## config.mk

```make
export PLATFORM = sky130hd
export DESIGN_NAME = instr_fetch_unit
export DESIGN_NICKNAME = d
export VERILOG_FILES = /design/src/rtl/riscv_pkg.sv /design/src/rtl/fetch_fifo.sv /design/src/rtl/instr_fetch_unit.sv
export SDC_FILE = /design/constraint.sdc
export NUM_CORES = 1
export LEC_CHECK = 0
export ABC_AREA = 1
export BUFFER_PORTS_ARGS = -buffer_cell sky130_fd_sc_hd__buf_2
export CAP_MARGIN = 20
export CORE_ASPECT_RATIO = 0.8
export CORE_UTILIZATION = 27
export DETAILED_ROUTE_END_ITERATION = 7
export HOLD_SLACK_MARGIN = 0.03
export SYNTH_ARGS = -nofsm -noshare
export SYNTH_HDL_FRONTEND = slang
export SYNTH_HIERARCHICAL = 1
export SYNTH_SLANG_ARGS = --single-unit
```

## constraint.sdc

```tcl
create_clock -name clk -period 3.3 [get_ports clk]
set_input_delay 0.33 -clock clk [delete_from_list [all_inputs] [get_ports clk]]
set_output_delay 0.33 -clock clk [all_outputs]
set_load 0.005 [all_outputs]
```

## src/rtl/riscv_pkg.sv

```systemverilog
// Shared RISC-V front-end types: fetch buffer entry, canonical NOP, default reset vector.
package riscv_pkg;

  localparam logic [31:0] INSTR_NOP        = 32'h0000_0013;
  localparam logic [31:0] RESET_PC_DEFAULT = 32'h0000_0000;

  typedef struct packed {
    logic [31:0] instr;
    logic [31:0] pc;
  } fetch_entry_t;

endpackage

```

## src/rtl/fetch_fifo.sv

```systemverilog
// Synchronous FIFO of fetch entries with flush. Data is readable the cycle after the push.
// When full, a push is accepted only alongside a pop. Flush overrides both push and pop.
module fetch_fifo
  import riscv_pkg::*;
#(
  parameter int DEPTH = 2
) (
  input  logic                     clk,
  input  logic                     rst_n,
  input  logic                     i_flush,
  input  logic                     i_push_vld,
  input  fetch_entry_t             i_push_dat,
  input  logic                     i_pop_rdy,
  output logic                     o_head_vld,
  output fetch_entry_t             o_head_dat,
  output logic [$clog2(DEPTH):0]   o_count
);

  localparam int PW = $clog2(DEPTH);
  localparam int CW = PW + 1;

  fetch_entry_t    r_mem [DEPTH];
  logic [PW-1:0]   r_wr_ptr;
  logic [PW-1:0]   r_rd_ptr;
  logic [CW-1:0]   r_count;

  logic            w_full;
  logic            w_pop;
  logic            w_push;

  assign w_full = (r_count == DEPTH[CW-1:0]);
  assign w_pop  = i_pop_rdy && (r_count != '0);
  assign w_push = i_push_vld && (!w_full || w_pop);

  always_ff @(posedge clk or negedge rst_n) begin
    if (!rst_n) begin
      r_wr_ptr <= '0;
      r_rd_ptr <= '0;
      r_count  <= '0;
      for (int i = 0; i < DEPTH; i++) begin
        r_mem[i] <= '0;
      end
    end else if (i_flush) begin
      r_wr_ptr <= '0;
      r_rd_ptr <= '0;
      r_count  <= '0;
    end else begin
      if (w_push) begin
        r_mem[r_wr_ptr] <= i_push_dat;
        r_wr_ptr        <= r_wr_ptr + PW'(1);
      end
      if (w_pop) begin
        r_rd_ptr <= r_rd_ptr + PW'(1);
      end
      case ({w_push, w_pop})
        2'b10:   r_count <= r_count + CW'(1);
        2'b01:   r_count <= r_count - CW'(1);
        default: r_count <= r_count;
      endcase
    end
  end

  assign o_head_vld = (r_count != '0);
  assign o_head_dat = r_mem[r_rd_ptr];
  assign o_count    = r_count;

endmodule

```

## src/rtl/instr_fetch_unit.sv

```systemverilog
// Instruction fetch: PC, credit-limited imem requests, fetch buffer, redirect flush.
// Fetch-to-valid latency 2 cycles; FETCH_PERF_EN adds delivered/stall counters.
module instr_fetch_unit
  import riscv_pkg::*;
#(
  parameter int                    DATA_WIDTH = 32,
  parameter int                    ADDR_WIDTH = 32,
  parameter int                    FIFO_DEPTH = 2,
  parameter logic [ADDR_WIDTH-1:0] RESET_PC   = RESET_PC_DEFAULT
) (
  input  logic                  clk,
  input  logic                  rst_n,
  output logic                  imem_req,
  output logic [ADDR_WIDTH-1:0] imem_addr,
  input  logic [DATA_WIDTH-1:0] imem_rdata,
  output logic                  instr_valid,
  input  logic                  instr_ready,
  output logic [DATA_WIDTH-1:0] instr,
  output logic [ADDR_WIDTH-1:0] instr_pc,
  input  logic                  redirect,
  input  logic [ADDR_WIDTH-1:0] redirect_pc
`ifdef FETCH_PERF_EN
  ,
  output logic [31:0]           fetch_count,
  output logic [31:0]           stall_count
`endif
);

  localparam int CW = $clog2(FIFO_DEPTH) + 1;

  logic                  r_run;
  logic                  r_inflight;
  logic [ADDR_WIDTH-1:0] r_pc;
  logic [ADDR_WIDTH-1:0] r_inflight_pc;

  logic                  w_req;
  logic                  w_pop;
  logic                  w_push;
  logic                  w_head_vld;
  logic [CW-1:0]         w_count;
  logic [CW:0]           w_used;
  fetch_entry_t          w_push_dat;
  fetch_entry_t          w_head_dat;

  // A word leaving this cycle frees its slot, so streaming sustains one fetch per cycle.
  assign w_pop  = w_head_vld && instr_ready;
  assign w_used = {1'b0, w_count} + {{CW{1'b0}}, r_inflight} - {{CW{1'b0}}, w_pop};
  assign w_req  = r_run && !redirect && (w_used < FIFO_DEPTH[CW:0]);

  // A response landing on a redirect cycle belongs to the wrong path and is dropped.
  assign w_push           = r_inflight && !redirect;
  assign w_push_dat.instr = imem_rdata;
  assign w_push_dat.pc    = r_inflight_pc;

  always_ff @(posedge clk or negedge rst_n) begin
    if (!rst_n) begin
      r_run         <= 1'b0;
      r_inflight    <= 1'b0;
      r_inflight_pc <= '0;
      r_pc          <= {RESET_PC[ADDR_WIDTH-1:2], 2'b00};
    end else begin
      r_run      <= 1'b1;
      r_inflight <= w_req;
      if (w_req) begin
        r_inflight_pc <= r_pc;
      end
      if (redirect) begin
        r_pc <= {redirect_pc[ADDR_WIDTH-1:2], 2'b00};
      end else if (w_req) begin
        r_pc <= r_pc + ADDR_WIDTH'(4);
      end
    end
  end

  fetch_fifo #(
    .DEPTH (FIFO_DEPTH)
  ) u_fifo (
    .clk        (clk),
    .rst_n      (rst_n),
    .i_flush    (redirect),
    .i_push_vld (w_push),
    .i_push_dat (w_push_dat),
    .i_pop_rdy  (instr_ready),
    .o_head_vld (w_head_vld),
    .o_head_dat (w_head_dat),
    .o_count    (w_count)
  );

  assign imem_req    = w_req;
  assign imem_addr   = r_pc;
  assign instr_valid = w_head_vld;
  assign instr       = w_head_dat.instr;
  assign instr_pc    = w_head_dat.pc;

`ifdef FETCH_PERF_EN
  logic [31:0] r_fetch_count;
  logic [31:0] r_stall_count;

  always_ff @(posedge clk or negedge rst_n) begin
    if (!rst_n) begin
      r_fetch_count <= '0;
      r_stall_count <= '0;
    end else begin
      if (w_head_vld && instr_ready) begin
        r_fetch_count <= r_fetch_count + 32'd1;
      end
      if (w_head_vld && !instr_ready) begin
        r_stall_count <= r_stall_count + 32'd1;
      end
    end
  end

  assign fetch_count = r_fetch_count;
  assign stall_count = r_stall_count;
`endif

endmodule

```

==> summary.md <==
| Metric | Value |
|---|---|
| Core ar. | 36200 sq um |
| DRT Wirelength | 26.1 mm |
| Die Ht | 174 microns |
| Clk buf depth | 2 |
| Fin. Hold Viols | 0 |
| Filler cell count | 3889 |
| Vias in the first global route | slightly below 8000 |
| Skew final | 9.05 ps |
| Iter 0 DRT Violations | 660 |
| Ys async rst share | 100% |
| Most frequent cells in the layout | 496 x nand2_1, 193 x dfrtp_1, 160 x buf_2 |
| Hold Startpoint | redirect_pc[6] |
| Crit. End Element | output pin |
| First-pass GRT wire length | 42.7 mm |
| Number of inserted diodes | 0 |
| Reg clk slew, reported paths | 80 ps |
| Vias per inst | ~4.3 |
| DRT antenna net count | 0 |
| Die width | 217 microns |
| Pwr per Cell Area | 650 nW/um^2 |
| Yosys warns | 6 |
| Antenna violations before repair | 0 |
| Post-route DRC | 0 |
| Reg2reg start | u_fifo/o_count[0] |
| GRT Util Overall | 14.4% |
| Gr ovfl total | 0 |
| CTS Buf Count | 17 |
| Period utilization | 94.5% |
| Dominant register cell in the synthesized netlist | dfrtp_1 |
| Die ar. | 37900 sq um |
| Yosys cell types | 26 |
| Min Hold Slack | 98.2 ps |
| DR vias | 8135 |
| LEAKAGE | around 6 nW |
| GR peak layer | met2 |
| Sink Count | ~190 |
| Worst hold path depth | 3 |
| Final HPWL DP | 17.8 mm |
| Crit. Startpoint | u_fifo/o_count[0] |
| Final core utilization | 32.4% |
| Least-Margin Pin Slew | 835 ps |
| Met1 GRT Util | about 21% |
| Synth Instances | ~1300 |
| CTS tree | done |
| Largest net degree at the start of global routing | 129 |
| Ports | 166 |
| R2r setup slk | around 320 ps |
| Commonest non-fill, non-tap cell in the layout | nand2_1 |
| Worst vdd ir | between 200 and 300 uV |
| Critical Path AT | 2790 ps |
| Status | finished, final reports clean |
| Max Cap Violations | 0 |
| Endpoints failing setup | 0 |
| Number of synthesized flops with an enable pin | 0 |
| Worst skew pair latency | 440 ps |
| Crit path time final | 3120 ps |
| Setup TNS | 0 ps |
| HP Class | in2reg |
| Met3 Usage GRT | 3.50% |
| GR Layer Usage met2 | 21.6% |
| Critical Path RT | 2970 ps |
| Area Overhead vs Synth | 17.3% |
| GPL Wtd Cong | 0.849 |
| H-tree depth | 4 |
| DR WL/cell | 13.8 microns |
| Max frequency | approximately 0.32 GHz |
| Worst hold endpoint | imem_addr[6] |
| RSZ-0062 raised after global routing | no |
| Initial Util | 27.7% |
| Worst slew margin | around 44% |
| Share of cells above drive strength 1 | 25.5% |
| Crit Path Class | reg2out |
| Slew Viols, Final | 0 |
| Syn_area_per_cell | 7.99 sq um |
| FF+latch count, synth | ~190 |
| Port bufs | 161 |
| Startpoint Class | register |
| Maximum fanout along the worst path | 6 |
| Reg2Reg Depth | 16 |
| Reg2Reg Capture Point | imem_addr[6] |
| Final net count | 1467 |
| Register area share after synthesis | 48.4% |
| Pre-antenna DRT Iters | 5 |
| Root buffer cell | clkbuf_16 |
| Num rows | 62 |
| Synthesized area | about 10000 sq um |
## flip-flops by register name (all words and copies together), names as in the netlist
name,cells
u_fifo/o_count,2
u_fifo/r_rd_ptr,1
r_run,1
r_inflight_pc,30
r_inflight,1
u_fifo/r_wr_ptr,1
u_fifo/r_mem,128
imem_addr,30
## worst max-delay path by stage
stage	endpoint	slack, ps	depth (start not counted)
after floorplan	imem_addr[19]	720	16
after global placement	imem_addr[24]	380	14
after detailed placement	imem_addr[24]	360	14
after CTS	imem_req	70	12
after global routing	imem_req	10	12
final	imem_req	180	12
## per-layer routing
layer	share of wire, %	wire, microns	vias up
met1	50	13000	3742
li1	-	-	4156
met5	0	0	-
met2	43	11300	219
met4	0.79	205	0
met3	6.2	1610	18
## metrics by stage
| stage | cell area, sq um | std cells | setup WS, ps | power (W) |
|---|---|---|---|---|
| after floorplan | 10000 | 1258 | 725 | 0.00471 |
| after global placement | 11100 | 1853 | 380 | 0.00560 |
| after detailed placement | 11100 | 1853 | 360 | 0.00566 |
| after CTS | 11700 | 1886 | 65.9 | 0.00779 |
| after global routing | 11800 | 1889 | 11.0 | 0.00825 |
| final | 11800 | 1889 | 183 | 0.00764 |
## synth_stat cells, types with 3 or more instances
cell        n  share of area, %
nand2_1   496                19
dfrtp_1   194                48
inv_1     145               5.4
o21ai_2   109               9.5
nor2_1     78               2.9
nand3_1    69               3.4
o21ai_0    43               2.1
buf_6      32               3.6
nor2_4     14               1.6
clkbuf_1   12              0.45
o21ai_1    10              0.50
buf_2       8              0.40
nand2_2     8              0.50
nor2_2      8              0.50
buf_1       6              0.22
o211ai_1    6              0.45
buf_4       3              0.22
## power breakdown
| group | total, W | switching, W | internal (W) |
|---|---|---|---|
| Clock | 0.00207 | 0.00104 | 0.00103 |
| Combinational | 0.00216 | 0.00131 | 0.000850 |
| Sequential | 0.00341 | 0.000423 | 0.00299 |
| Total | 0.00764 | 0.00277 | 0.00487 |
## cell type report
type / instances / area [sq um] / share of cell area (%)
flip-flops and latches: 194 / 4860 / 41.3
well taps: 480 / 601 / 5.11
multi-input cells: 856 / 4150 / 35.3
clock buffers: 18 / 439 / 3.74
clock inverters: 14 / 145 / 1.23
inverters: 147 / 556 / 4.73
repair buffers: 180 / 1010 / 8.59
## worst max-delay path, stage by stage, from the launching register on
cell        delay [ps]
dfrtp_1            430
inv_2               90
nand2_1             90
nand2_1             80
inv_1               40
ha_1               250
or2_2              300
fa_1               430
nand2_1            120
nor2_4              40
nand2_2            140
clkinvlp_4         170
buf_2              160
## cells by family after synthesis
| family | Yosys count | share of synthesized area [%] |
|---|---|---|
| DFF | 194 | 48.4 |
| buffers and inverters | 208 | 10.4 |
| AOI/OAI and AO/OA | 169 | 12.7 |
| and+or+nand+nor | 679 | 28.0 |
| other | 2 | 0.0749 |
| adders and majority gates | 3 | 0.449 |
## repair_timing
| action | CTS | global route |
|---|---|---|
| endpoints found under the hold margin | 58 | 0 |
| setup buffers | 0 | 3 |
| resized for setup | 0 | 1 |
| hold buffers | 1 | 0 |
| endpoints found under the setup margin | 0 | 1 |
Note: power is estimated with default switching activity, not from simulation.
